==> src/rtl/hash_word_serializer.sv <==
// Serializes one captured 256-bit hash into four 64-bit hash-FIFO writes (MSW first)
// and pushes the matching nonce alongside the last word; throttles on FIFO-full.
module hash_word_serializer #(
  parameter int HASH_W  = 256,
  parameter int WORD_W  = 64,
  parameter int NONCE_W = 64
) (
  input  logic               clk,
  input  logic               rst,
  input  logic               start,
  input  logic               stop,
  input  logic [HASH_W-1:0]  hash_in,
  input  logic [NONCE_W-1:0] nonce_in,
  input  logic               hash_valid,
  output logic               hash_ready,
  output logic [WORD_W-1:0]  hash_fifo_din,
  output logic               hash_fifo_we,
  input  logic               hash_fifo_full,
  output logic [NONCE_W-1:0] nonce_fifo_din,
  output logic               nonce_fifo_we,
  input  logic               nonce_fifo_full,
  output logic               busy,
  output logic [31:0]        hash_count
);

  typedef enum logic [1:0] {
    IDLE      = 2'd0,
    WAIT_HASH = 2'd1,
    SEND      = 2'd2
  } state_t;

  state_t             state_q, state_d;
  logic [1:0]         idx_q, idx_d;
  logic [HASH_W-1:0]  hash_q, hash_d;
  logic [NONCE_W-1:0] nonce_q, nonce_d;
  logic [31:0]        count_q, count_d;

  // Word 0 is the most significant lane of the captured hash.
  function automatic logic [WORD_W-1:0] lane_sel(input logic [HASH_W-1:0] h,
                                                 input logic [1:0] i);
    case (i)
      2'd0:    lane_sel = h[4*WORD_W-1 -: WORD_W];
      2'd1:    lane_sel = h[3*WORD_W-1 -: WORD_W];
      2'd2:    lane_sel = h[2*WORD_W-1 -: WORD_W];
      2'd3:    lane_sel = h[WORD_W-1:0];
      default: lane_sel = h[WORD_W-1:0];
    endcase
  endfunction

  // State, index, capture and frame-count registers.
  always_ff @(posedge clk) begin
    if (rst) begin
      state_q <= IDLE;
      idx_q   <= 2'd0;
      hash_q  <= {HASH_W{1'b0}};
      nonce_q <= {NONCE_W{1'b0}};
      count_q <= 32'd0;
    end else begin
      state_q <= state_d;
      idx_q   <= idx_d;
      hash_q  <= hash_d;
      nonce_q <= nonce_d;
      count_q <= count_d;
    end
  end

  // Next-state: stop overrides everything and abandons any partial frame.
  always_comb begin
    state_d = state_q;
    idx_d   = idx_q;
    hash_d  = hash_q;
    nonce_d = nonce_q;
    count_d = count_q;
    if (stop) begin
      state_d = IDLE;
      idx_d   = 2'd0;
    end else begin
      case (state_q)
        IDLE: begin
          if (start) begin
            state_d = WAIT_HASH;
            count_d = 32'd0;
          end else begin
            state_d = IDLE;
          end
        end
        WAIT_HASH: begin
          if (hash_valid) begin
            hash_d  = hash_in;
            nonce_d = nonce_in;
            idx_d   = 2'd0;
            state_d = SEND;
          end else begin
            state_d = WAIT_HASH;
          end
        end
        SEND: begin
          if (hash_fifo_we) begin
            if (idx_q == 2'd3) begin
              idx_d   = 2'd0;
              count_d = count_q + 32'd1;
              state_d = WAIT_HASH;
            end else begin
              idx_d = idx_q + 2'd1;
            end
          end else begin
            state_d = SEND;
          end
        end
        default: begin
          state_d = IDLE;
          idx_d   = 2'd0;
        end
      endcase
    end
  end

  // Outputs: the last word is only written when both FIFOs can take it together.
  always_comb begin
    hash_ready     = 1'b0;
    hash_fifo_we   = 1'b0;
    nonce_fifo_we  = 1'b0;
    busy           = 1'b0;
    hash_fifo_din  = {WORD_W{1'b0}};
    nonce_fifo_din = {NONCE_W{1'b0}};
    case (state_q)
      WAIT_HASH: begin
        hash_ready = !stop;
      end
      SEND: begin
        busy          = 1'b1;
        hash_fifo_din = lane_sel(hash_q, idx_q);
        if (idx_q == 2'd3) begin
          nonce_fifo_din = nonce_q;
          if (!stop && !hash_fifo_full && !nonce_fifo_full) begin
            hash_fifo_we  = 1'b1;
            nonce_fifo_we = 1'b1;
          end else begin
            hash_fifo_we  = 1'b0;
            nonce_fifo_we = 1'b0;
          end
        end else begin
          hash_fifo_we = !stop && !hash_fifo_full;
        end
      end
      default: begin
        hash_ready = 1'b0;
      end
    endcase
  end

  assign hash_count = count_q;

endmodule

==> config.mk <==
export PLATFORM = sky130hd
export DESIGN_NAME = hash_word_serializer
export DESIGN_NICKNAME = d
export VERILOG_FILES = /design/src/rtl/hash_word_serializer.sv
export SDC_FILE = /design/constraint.sdc
export NUM_CORES = 1
export LEC_CHECK = 0
export BUFFER_PORTS_ARGS = -buffer_cell sky130_fd_sc_hd__buf_2
export CAP_MARGIN = 20
export CORE_AREA = 4 4 191 193
export DETAILED_ROUTE_END_ITERATION = 10
export DIE_AREA = 0 0 195 197
export PLACE_DENSITY_LB_ADDON = 0.05
export SETUP_SLACK_MARGIN = 0.5
export SKIP_CTS_REPAIR_TIMING = 1
export SLEW_MARGIN = 20
export SYNTH_ARGS = -nofsm -noshare
export SYNTH_HDL_FRONTEND = slang
export SYNTH_SLANG_ARGS = --single-unit
==> constraint.sdc <==
create_clock -name clk -period 3.8 [get_ports clk]
set_clock_uncertainty 0.2 [all_clocks]
set_input_delay 0.19 -clock clk [delete_from_list [all_inputs] [get_ports clk]]
set_output_delay 0.19 -clock clk [all_outputs]
set_load 0.05 [all_outputs]
# --- After elaboration in Yosys (flattened, before gate mapping) ---
# Cells that the tools add are included.
totals:
  register_bits: 356
  in_bits: 327
  output_inout_bits: 164
  wordCells: 55
op_classes:
  add_sub_neg: 2
  n_eq_ne: 10
  n_mux: 24
  n_bitwise: 2
  n_reduce_logical: 12
ops:
  columns: ["op", "n"]
  rows:
  - ["case mux 64 bit (4 select lines)", 1]
  - ["2-to-1 mux 64 bit", 3]
  - ["2-to-1 mux 32 bit", 3]
  - ["case mux 32 bit (2 select lines)", 1]
  - ["adder 32 x 1 -> 32 bit, second input constant", 1]
  - ["2-to-1 mux 2 bit", 6]
  - ["case mux 2 bit (3 select lines)", 2]
  - ["2-to-1 mux 1 bit", 8]
  - ["!= test 2 bit, second input constant", 4]
  - ["equality test 2 bit, second input constant", 3]
  - ["AND reduction 3 bit", 2]
  - ["AND reduction 5 bit", 1]
  - ["equality test 2 x 1 -> 1 bit, second input constant", 2]
  - ["logical NOT 2 bit", 2]
  - ["logical NOT 1 bit", 3]
  - ["!= test 3 bit, second input constant", 1]
  - ["adder 2 x 1 -> 2 bit, second input constant", 1]
  - ["logical AND 1 bit", 2]
  - ["NOT 1 bit", 2]
  - ["nonzero test 2 bit", 1]
  - ["OR reduction 2 bit", 1]

# --- Longest topological paths before layout ---
# Gate-level depths: netlist of the first run.
logic_depth:
  ltp_word: 8
  depth_mapped: 8

# --- Worst setup path before layout of the first run ---
# Ideal clock, no wire load.
synth_path:
  path_kind: "register -> register"
  startpoint: "register state_q[0]"
  endpoint: "register hash_q[189]"
  setup_time_ps: 70
  t_arrival_ps: 2700
  required_time_ps: 3530
  path_slack_ps: 830
  path_stages_with_launch: 9
  period_less_slack_ps: 2970
  path_cell_list: "dfxtp_1 -> buf_2 -> nor3b_1 -> and2_1 -> clkbuf_1 -> clkbuf_1 -> buf_2 -> nand2_1 -> a21oi_1"
synth_via:
  elab_chain_len: 2
synth_lines:
  columns: ["item", "line", "rtl"]
  rows:
  - ["from (decl)", "32", "state_t state_q, state_d;"]
  - ["from (signal assigned)", "59", "state_q <= state_d;"]
  - ["equality test 2 x 1 -> 1 bit", "78", "case (state_q)"]
  - ["AND reduction 3 bit (no line)", null, null]
  - ["to (signal assigned)", "55", "hash_q <= {HASH_W{1'b0}};"]
  - ["to (signal assigned)", "61", "hash_q <= hash_d;"]
  - ["to (decl)", "34", "logic [HASH_W-1:0] hash_q, hash_d;"]
# No other way between the ends.
# A chain may end at the register's enable or synchronous reset.

# --- Final worst setup path of the first run ---
layout_path:
  startpoint: "register state_q[0]"
  endpoint: "register hash_q[0]"
# The elaborated chain is that of the path after synthesis.

==> results.cfg, run 1 <==
[logic_synthesis]
ys_ff_latch = 356
ys.warnings.count = 0
synth_top_area_share_pct = 47.9
synth_edf_count = 0
synth.largest_area_cell = dfxtp_1
syn_nets = 2327
ys_seq_area_share_pct = 47.9
synth-xor-area-share_pct = 0.0588
synthDistinctLibCells = 41
synthAdderAreaFrac_pct = 0.420
postSynthCellCount = 1995
yosys-top-cells-count = 655 x nand2_1, 408 x a21oi_1, 356 x dfxtp_1
yosys-top-cells-area = dfxtp_1 48%, nand2_1 17%, a21oi_1 14%, a222oi_1 4.3%, nor2_1 3.4%
synth_simple_gate_area_share_pct = 26.4
synth_top_family_by_area = simple AND/OR/NAND/NOR gates
syn-cell-area_um2 = 14900
async_flop_share_pct = 0
syn-mean-instance-area_um2 = 7.46
ys.flop_type = dfxtp_1
synth_compound_area_share_pct = 19.7
synthMuxAreaShare_pct = 0.471
yosysMostFrequentCell = nand2_1

[drt]
vias = 17218
ant_nets = 0
first_iter_violations = 1499
routedWlPerCell_um = 18.2
drt_drc_violations_left = 0
routed_wl_um = 58500
first_pass_iters = 10
viasPerCell = 5.35

[setup_path]
crit_buf_inv = 2
cp_slowest_cell = dlygate4sd3_1
critPathMaxStageDelay_ns = 0.58
path_max_fanout = 202
worstPathRequired_ns = 4.01
critical_path_class = reg2reg
critPathTopFamily = simple AND/OR/NAND/NOR gates
cp_data_arrival_time_ns = 3.41
crit_path_start_kind = register
crit_path_cell_trace = nor3b_1, nand2_4, buf_12, nand2_1, a21oi_1, dlygate4sd3_1
cp-end-kind = register

[cts]
cts_max_path_buffers = 3
cts_max_level = 2
cts-root-buf = clkbuf_16
clock-sinks = 356
clock_latency_ns = 0.52
cts_tree = done
cts.clk_slew.worst_paths_ns = 0.06
cts_buffers = 40

[global_routing]
gr-usage-met2_pct = 43.4
grt_overflow = 0
grt_pass1_wl_um = 81300
grt_usage_pct = 25.9
grt_busiest_layer = met2
antenna_found_initial = 7
grt_start_max_net_pins = 203
use_met1_pct = 33.1
grt_use_met3_pct = 6.12
grt_pass1_vias = 14817

[die]
die_y_um = 197
die-area_um2 = 38400
start_util_pct = 43.1
die_x_um = 195
io_pins = 491
core_um2 = 34500
rows = 68

[job]
drv_cap = 0

[cells_and_area]
final_cell_area_um2 = 22500
seq_area_um2 = 7130
drive_above_1_share_pct = 21.2
area_growth_pct = 51.2
fin_nets = 3069
multiInputGateArea_um2 = 7080
fillCellCount = 3024

[power_and_ir_drop]
p_leak_nw = 8.96
peakVddDrop_uv = 333
power_density_nw_per_um2 = 369

[sta]
max_slew.worst_pin.slew_ns = 0.967
hold_viol = 0
hold_slack_ns = 0.140
drv_slew = 0
rsz0062_at_grt = no
period_needed_ns = 3.21
fin_crit_sh_pct = 84.3
fmax_mhz = 312
final.setup.tns_ns = 0
relSlewSlack_pct = 35.5
setup_viol = 0

[placed_design]
gp_congestion = 0.855
port_buffers = 490
placed_area_um2 = 17500
hpwl_um = 36900

[outcome]
status = finished, final reports clean

[worst_hold_path]
hold_path_class = in2reg
## sequential cells by signal, summed over array words and instances, names as in the netlist
signal	cells
hash_count	32
hash_q	256
idx_q	2
nonce_q	64
state_q	2
## metal layers
| metal | vias up | share of wire [%] |
|---|---|---|
| li1 | 8276 | - |
| met1 | 8033 | 40 |
| met3 | 158 | 7.1 |
| met4 | 6 | 3.8 |
| met2 | 745 | 49 |
| met5 | - | 0.072 |
## final cells by class
cell class	instances	area share [%]
Sequential cell	356	31.7
Clock buffer	57	5.14
Antenna cell	5	0.0556
Multi-Input combinational cell	1453	31.5
Inverter	8	0.133
Timing Repair Buffer	878	28.4
Clock inverter	9	0.567
Tap cell	455	2.53
## layout by cell type, fill, tap and decap left out, types with 2 or more instances in the layout
cell type	instances
mux2i_1	7
and2_1	2
dfxtp_1	356
nand3_1	7
or4_1	13
ha_4	4
and4_1	3
buf_2	489
inv_6	2
clkinv_2	4
a22oi_1	3
nor3_1	5
o31ai_1	12
nand2_1	654
or3_1	16
buf_12	7
nor4_2	3
bufinv_16	3
nand4_1	11
nor2_1	134
a222oi_1	64
buf_4	13
o21ai_0	12
dlygate4sd3_1	366
clkbuf_16	41
diode_2	5
or2_2	2
a21oi_1	408
clkbuf_8	7
and3_1	72
clkbuf_1	9
o2111ai_1	2
inv_1	8
## path summary, 6_finish.rpt
check / start / end / slack (ns) / cells past startpoint
min: hash_fifo_full / idx_q[0] / 0.14 / 5
max reg2reg: state_q[0] / hash_q[0] / 0.59 / 6
max: state_q[0] / hash_q[0] / 0.59 / 6
min reg2reg: nonce_q[31] / nonce_q[31] / 0.25 / 2
## stage by stage
step	total power [mW]	utilization, %	worst slack, ns	cells
2_1_floorplan	4.04	-	0.830	1995
3_3_place_gp	4.29	50.6	1.01	2782
3_5_place_dp	4.29	50.6	0.983	2782
4_1_cts	8.09	54.3	0.432	2848
5_1_grt	8.58	65.1	0.475	3219
6_report	8.31	65.1	0.595	3221
## cell families after synthesis
| family | count (synthesis) |
|---|---|
| AOI/OAI and AO/OA | 507 |
| DFF | 356 |
| muxes | 7 |
| adders and majority gates | 5 |
| and+or+nand+nor | 933 |
| xor gates and xnor gates | 1 |
| buffers and inverters | 186 |
## tightest hold or removal path, stage by stage
cell and delay (ns):
buf_2 0.13, a211oi_1 0.06, and2_1 0.19, a22oi_1 0.17, nor3_1 0.06
## power breakdown
group	switching [mW]	internal, mW
registers	0.0257	3.78
logic	0.300	0.395
clock network	1.50	2.31
Power figures use the tool's default switching activity.
==> inputs of run 2 (changes only) <==
--- a/config.mk
+++ b/config.mk
@@ -5,11 +5,12 @@
 export SDC_FILE = /design/constraint.sdc
 export NUM_CORES = 1
 export LEC_CHECK = 0
+export ABC_AREA = 1
 export BUFFER_PORTS_ARGS = -buffer_cell sky130_fd_sc_hd__buf_2
 export CAP_MARGIN = 20
-export CORE_AREA = 4 4 191 193
+export CORE_MARGIN = 4
+export CORE_UTILIZATION = 46
 export DETAILED_ROUTE_END_ITERATION = 10
-export DIE_AREA = 0 0 195 197
 export PLACE_DENSITY_LB_ADDON = 0.05
 export SETUP_SLACK_MARGIN = 0.5
 export SKIP_CTS_REPAIR_TIMING = 1
==> constraint.sdc (replaced) <==
create_clock -name clk -period 2.8 [get_ports clk]
set_clock_uncertainty 0.2 [all_clocks]
set_input_delay 0.14 -clock clk [delete_from_list [all_inputs] [get_ports clk]]
set_output_delay 0.14 -clock clk [all_outputs]
set_load 0.05 [all_outputs]
==> results.cfg, run 2 <==
[cells_and_area]
largest_register_ffs = 256
largest_register = hash_q
seq_area_um2 = 7140
post-route-util_pct = 77.1
multiInputGateArea_um2 = 8180
stdcell_count = 3495
final_cell_area_um2 = 25200
fillCellCount = 2293
final_common_cell = nor2_1
area_growth_pct = 64.2
drive_above_1_share_pct = 26.8
fin_nets = 3345
final_cell_mix = 776 x nor2_1, 367 x buf_2, 352 x dfxtp_1

[drt]
routed_wl_um = 67800
maxUsedRoutingLayer = met5
wl_met1_um = 26200
first_pass_iters = 6
ant_nets = 0
first_iter_violations = 1824
drt_drc_violations_left = 0
viasPerCell = 5.44
routedWlPerCell_um = 19.4
vias = 18999
dr_wl_met3_um = 5950
route.met2.wl_um = 32300

[logic_synthesis]
yosys-top-cells-area = dfxtp_1 46%, nor2_1 19%, o21ai_0 13%, nand2_1 6.8%, clkbuf_1 2.8%
ys_seq_area_share_pct = 46.4
syn-mean-instance-area_um2 = 6.91
ys_ff_latch = 356
synthDistinctLibCells = 27
ys.flop_type = dfxtp_1
synth.largest_area_cell = dfxtp_1
syn-cell-area_um2 = 15400
synth_edf_count = 0
yosys-top-cells-count = 780 x nor2_1, 390 x o21ai_0, 356 x dfxtp_1
ys.warnings.count = 0
yosysMostFrequentCell = nor2_1
async_flop_share_pct = 0
synth_top_area_share_pct = 46.4
postSynthCellCount = 2222
syn_nets = 2554

[power_and_ir_drop]
peakVddDrop_uv = 406
p_leak_nw = 9.87
power_density_nw_per_um2 = 473
power_mw = 11.9

[sta]
setup_ws_ns = 0.340
fmax_mhz = 407
rsz0062_at_grt = yes
hold_viol = 0
period_needed_ns = 2.46
setup_viol = 0
max_slew.worst_pin.slew_ns = 0.782
fin_crit_sh_pct = 87.8
drv_slew = 0
relSlewSlack_pct = 47.9

[global_routing]
grt_pass1_wl_um = 81500
grt_start_max_net_pins = 136
grt_pass1_vias = 15252
antenna_found_initial = 9
grt_overflow = 0
grt_usage_pct = 27.5

[worst_hold_path]
hold_start = nonce_in[63]
hold_path_class = in2reg

[die]
die_x_um = 191
die_y_um = 191
core_um2 = 32700
rows = 66
start_util_pct = 47.0
io_pins = 491
die-area_um2 = 36400

[placed_design]
place_ws_ns = 0.443
placed_area_um2 = 18200
dp_cells = 3015
port_buffers = 490
hpwl_um = 36700
gp_congestion = 0.862

[setup_path]
regToRegSetupSlack_ns = 0.65
cp-end-kind = primary output
critical_path_class = reg2out
path_max_fanout = 8
cp_slowest_cell = dfxtp_4
crit_path_cell_trace = inv_4, ha_4, buf_12, clkbuf_16, a21oi_1, a31oi_2, buf_6
cp-startpoint = idx_q[0]
worstReg2RegStart = idx_q[0]
worstPathRequired_ns = 2.46
crit_path_start_kind = register
critPathMaxStageDelay_ns = 0.37
cp_data_arrival_time_ns = 2.12

[cts]
cts-root-buf = clkbuf_16
cts_buffers = 39
cts_tree = done
cts_max_level = 2
clock_latency_ns = 0.52
cts_max_path_buffers = 3
cts.clk_slew.worst_paths_ns = 0.06
clock-sinks = 356

[outcome]
status = finished, final reports clean

[job]
drv_cap = 0
## run 2: changes by cell type after synthesis, sizes merged, moves of 8 or more
cell,delta
a222oi,-64
a21oi,-322
nand2,-374
or3,-16
and3,-72
o21ai,+378
a31oi,+64
nand3,+28
nor2,+654
clkbuf,-8
nand4,-10
o31ai,-12
or4,-13
inv,+27
## run 2: final timing paths
check | depth (start not counted) | endpoint
worst max-delay path | 7 | hash_fifo_din[4]
worst min-delay path | 4 | nonce_q[63]
worst max register to register | 10 | hash_count[29]
worst min register to register | 2 | nonce_q[23]
## run 2: cell type report
type,instances,area share [%]
multi-input combinational,1664,32.4
timing repair buffer,913,30.9
sequential,356,28.3
clock buffer,53,4.56
tap,442,2.19
clock inverter,18,0.754
inverter,37,0.699
timing repair inverter,2,0.0992
antenna,10,0.0992
## run 2: worst max-delay path, delay by kind of cell (launching register included)
kind	cells	cell delay (ns)
compound gates	2	0.34
buf+inv	4	0.63
fa+ha+maj	1	0.25
flops	1	0.37
## run 2: kinds of logic after synthesis
family | Yosys count | synth area share (%)
AO/OA/AOI/OAI | 544 | 18.3
adder cells (fa/ha/maj) | 5 | 0.407
buffers and inverters | 202 | 6.78
flip-flops | 356 | 46.4
AND/OR/NAND/NOR | 1115 | 28.1
## run 2: power breakdown
part	internal, mW	total [mW]	switching (mW)
logic	0.674	1.28	0.606
registers	5.18	5.25	0.0714
clock network	3.25	5.40	2.15
total	9.10	11.9	2.83
## run 2: per-layer routing
metal,up-vias,track usage (%)
met2,1087,45.9
met4,4,9.70
li1,8822,-
met1,8815,34.2
met5,-,0
met3,271,7.63
## run 2: through the flow
| stage | setup TNS (ns) | hold slack [ns] |
|---|---|---|
| after global placement | 0 | 0.187 |
| after floorplan | 0 | 0.00907 |
| final | 0 | 0.197 |
| after CTS | -1.58 | -0.351 |
| after global routing | 0 | 0.234 |
| after detailed placement | 0 | 0.195 |
==> inputs of run 3 (changes only) <==
--- a/config.mk
+++ b/config.mk
@@ -6,10 +6,10 @@
 export NUM_CORES = 1
 export LEC_CHECK = 0
 export ABC_AREA = 1
-export BUFFER_PORTS_ARGS = -buffer_cell sky130_fd_sc_hd__buf_2
+export BUFFER_PORTS_ARGS = -buffer_cell sky130_fd_sc_hd__buf_4
 export CAP_MARGIN = 20
 export CORE_MARGIN = 4
-export CORE_UTILIZATION = 46
+export CORE_UTILIZATION = 30
 export DETAILED_ROUTE_END_ITERATION = 10
 export PLACE_DENSITY_LB_ADDON = 0.05
 export SETUP_SLACK_MARGIN = 0.5
==> results.cfg, run 3 (synthesis gave the netlist of run 2 again) <==
[drt]
routedWlPerCell_um = 18.9
ant_nets = 0
viasPerCell = 4.78
first_pass_iters = 5
routed_wl_um = 70000
vias = 17749
drt_drc_violations_left = 0
first_iter_violations = 1018

[cells_and_area]
area_growth_pct = 71.4
post-route-util_pct = 52.3
largest_register = hash_q
fillCellCount = 4804
stdcell_count = 3714
final_cell_area_um2 = 26300
fin_nets = 3335
final_cell_mix = 735 x nor2_1, 426 x buf_4, 352 x dfxtp_1
final_common_cell = nor2_1
largest_register_ffs = 256
drive_above_1_share_pct = 26.9

[setup_path]
worstReg2RegStart = idx_q[0]
r2r-end = state_q[0]
critPathMaxStageDelay_ns = 0.37
cp_slowest_cell = dfxtp_4
cp-startpoint = idx_q[1]
path_max_fanout = 32
crit_path_start_kind = register
regToRegSetupSlack_ns = 0.66
critical_path_class = reg2out
cp-end-kind = primary output
reg2reg_depth = 8
cp_data_arrival_time_ns = 2.10
crit_path_cell_trace = inv_4, ha_4, buf_16, a21oi_1, a31oi_2, buf_6
worstPathRequired_ns = 2.46

[sta]
relSlewSlack_pct = 60.2
hold_viol = 0
fin_crit_sh_pct = 87.0
hold_slack_ns = 0.114
fmax_mhz = 411
setup_ws_ns = 0.364
period_needed_ns = 2.44
drv_slew = 0
max_slew.worst_pin.slew_ns = 0.596
rsz0062_at_grt = yes
setup_viol = 0
final.setup.tns_ns = 0

[global_routing]
antenna_found_initial = 15
grt_usage_pct = 21.1
grt_pass1_vias = 15398
grt_start_max_net_pins = 147
grt_pass1_wl_um = 90500
grt_overflow = 0

[power_and_ir_drop]
p_clk_share_pct = 46.0
peakVddDrop_uv = 372
p_sw_mw = 2.91
p_comb_share_pct = 11.3
power_mw = 12.3
p_leak_nw = 10.2
power_density_nw_per_um2 = 466
internal_power_mw = 9.37
swShare_pct = 23.7
power_frac_seq_pct = 42.7

[placed_design]
hpwl_um = 42300
placed_area_um2 = 19800
place_ws_ns = 0.522
port_buffers = 490
gp_congestion = 0.837
dp_cells = 3246

[die]
die_x_um = 234
start_util_pct = 30.5
die_y_um = 234
rows = 82
core_um2 = 50400
io_pins = 491
die-area_um2 = 54900

[worst_hold_path]
hold_path_class = in2reg
hold-path-cell-count = 7
hold_start = stop
min_to = hash_count[2]

[cts]
cts-root-buf = clkbuf_16
clock_latency_ns = 0.57
clock-sinks = 356
cts_max_level = 2
cts.clk_slew.worst_paths_ns = 0.06
cts_max_path_buffers = 3
cts_tree = done
cts_buffers = 43

[job]
drv_cap = 0

[outcome]
status = finished, final reports clean
==> run 3: layout make-up <==
type / instances / area, um^2 / share of cell area, %
Clock inverter: 10 / 128 / 0.485
Timing Repair Buffer: 899 / 8710 / 33.1
Antenna cell: 11 / 27.5 / 0.105
Sequential cell: 356 / 7140 / 27.1
Multi-Input combinational cell: 1664 / 8020 / 30.5
Timing Repair inverter: 2 / 17.5 / 0.0665
Inverter: 37 / 181 / 0.689
Tap cell: 672 / 841 / 3.19
Clock buffer: 63 / 1270 / 4.84
==> run 3: worst max-delay path, delay by kind of cell (launching register included) <==
family	cells	cell delay [ns]
buffers and inverters	3	0.51
DFF	1	0.37
AOI/OAI and AO/OA	2	0.32
adders and majority gates	1	0.25
==> run 3: power groups by stage <==
stage,clock [mW],sequential [mW],combinational (mW)
2_1_floorplan,0,5.33,0.416
5_1_grt,5.97,5.25,1.50
3_3_place_gp,0,5.35,0.910
4_1_cts,5.80,5.24,0.917
6_report,5.65,5.24,1.38
3_5_place_dp,0,5.35,0.914
==> run 3: how the worst max path moves through the flow <==
| stage | cells after the start | to |
|---|---|---|
| 5_1_grt | 8 | hash_fifo_din[1] |
| 3_3_place_gp | 5 | hash_fifo_din[4] |
| 3_5_place_dp | 6 | hash_fifo_din[0] |
| 4_1_cts | 6 | hash_fifo_din[0] |
| 2_1_floorplan | 5 | nonce_fifo_din[43] |
| 6_report | 6 | hash_fifo_din[57] |
==> run 3: layer usage <==
metal	routed length (um)	up-vias	global-route usage, %	part of all wire, %
met5	51	-	0	0.073
met4	1830	8	7.14	2.6
met3	4130	119	5.32	5.9
met2	33700	505	34.6	48
met1	30300	8314	27.0	43
li1	-	8803	-	-
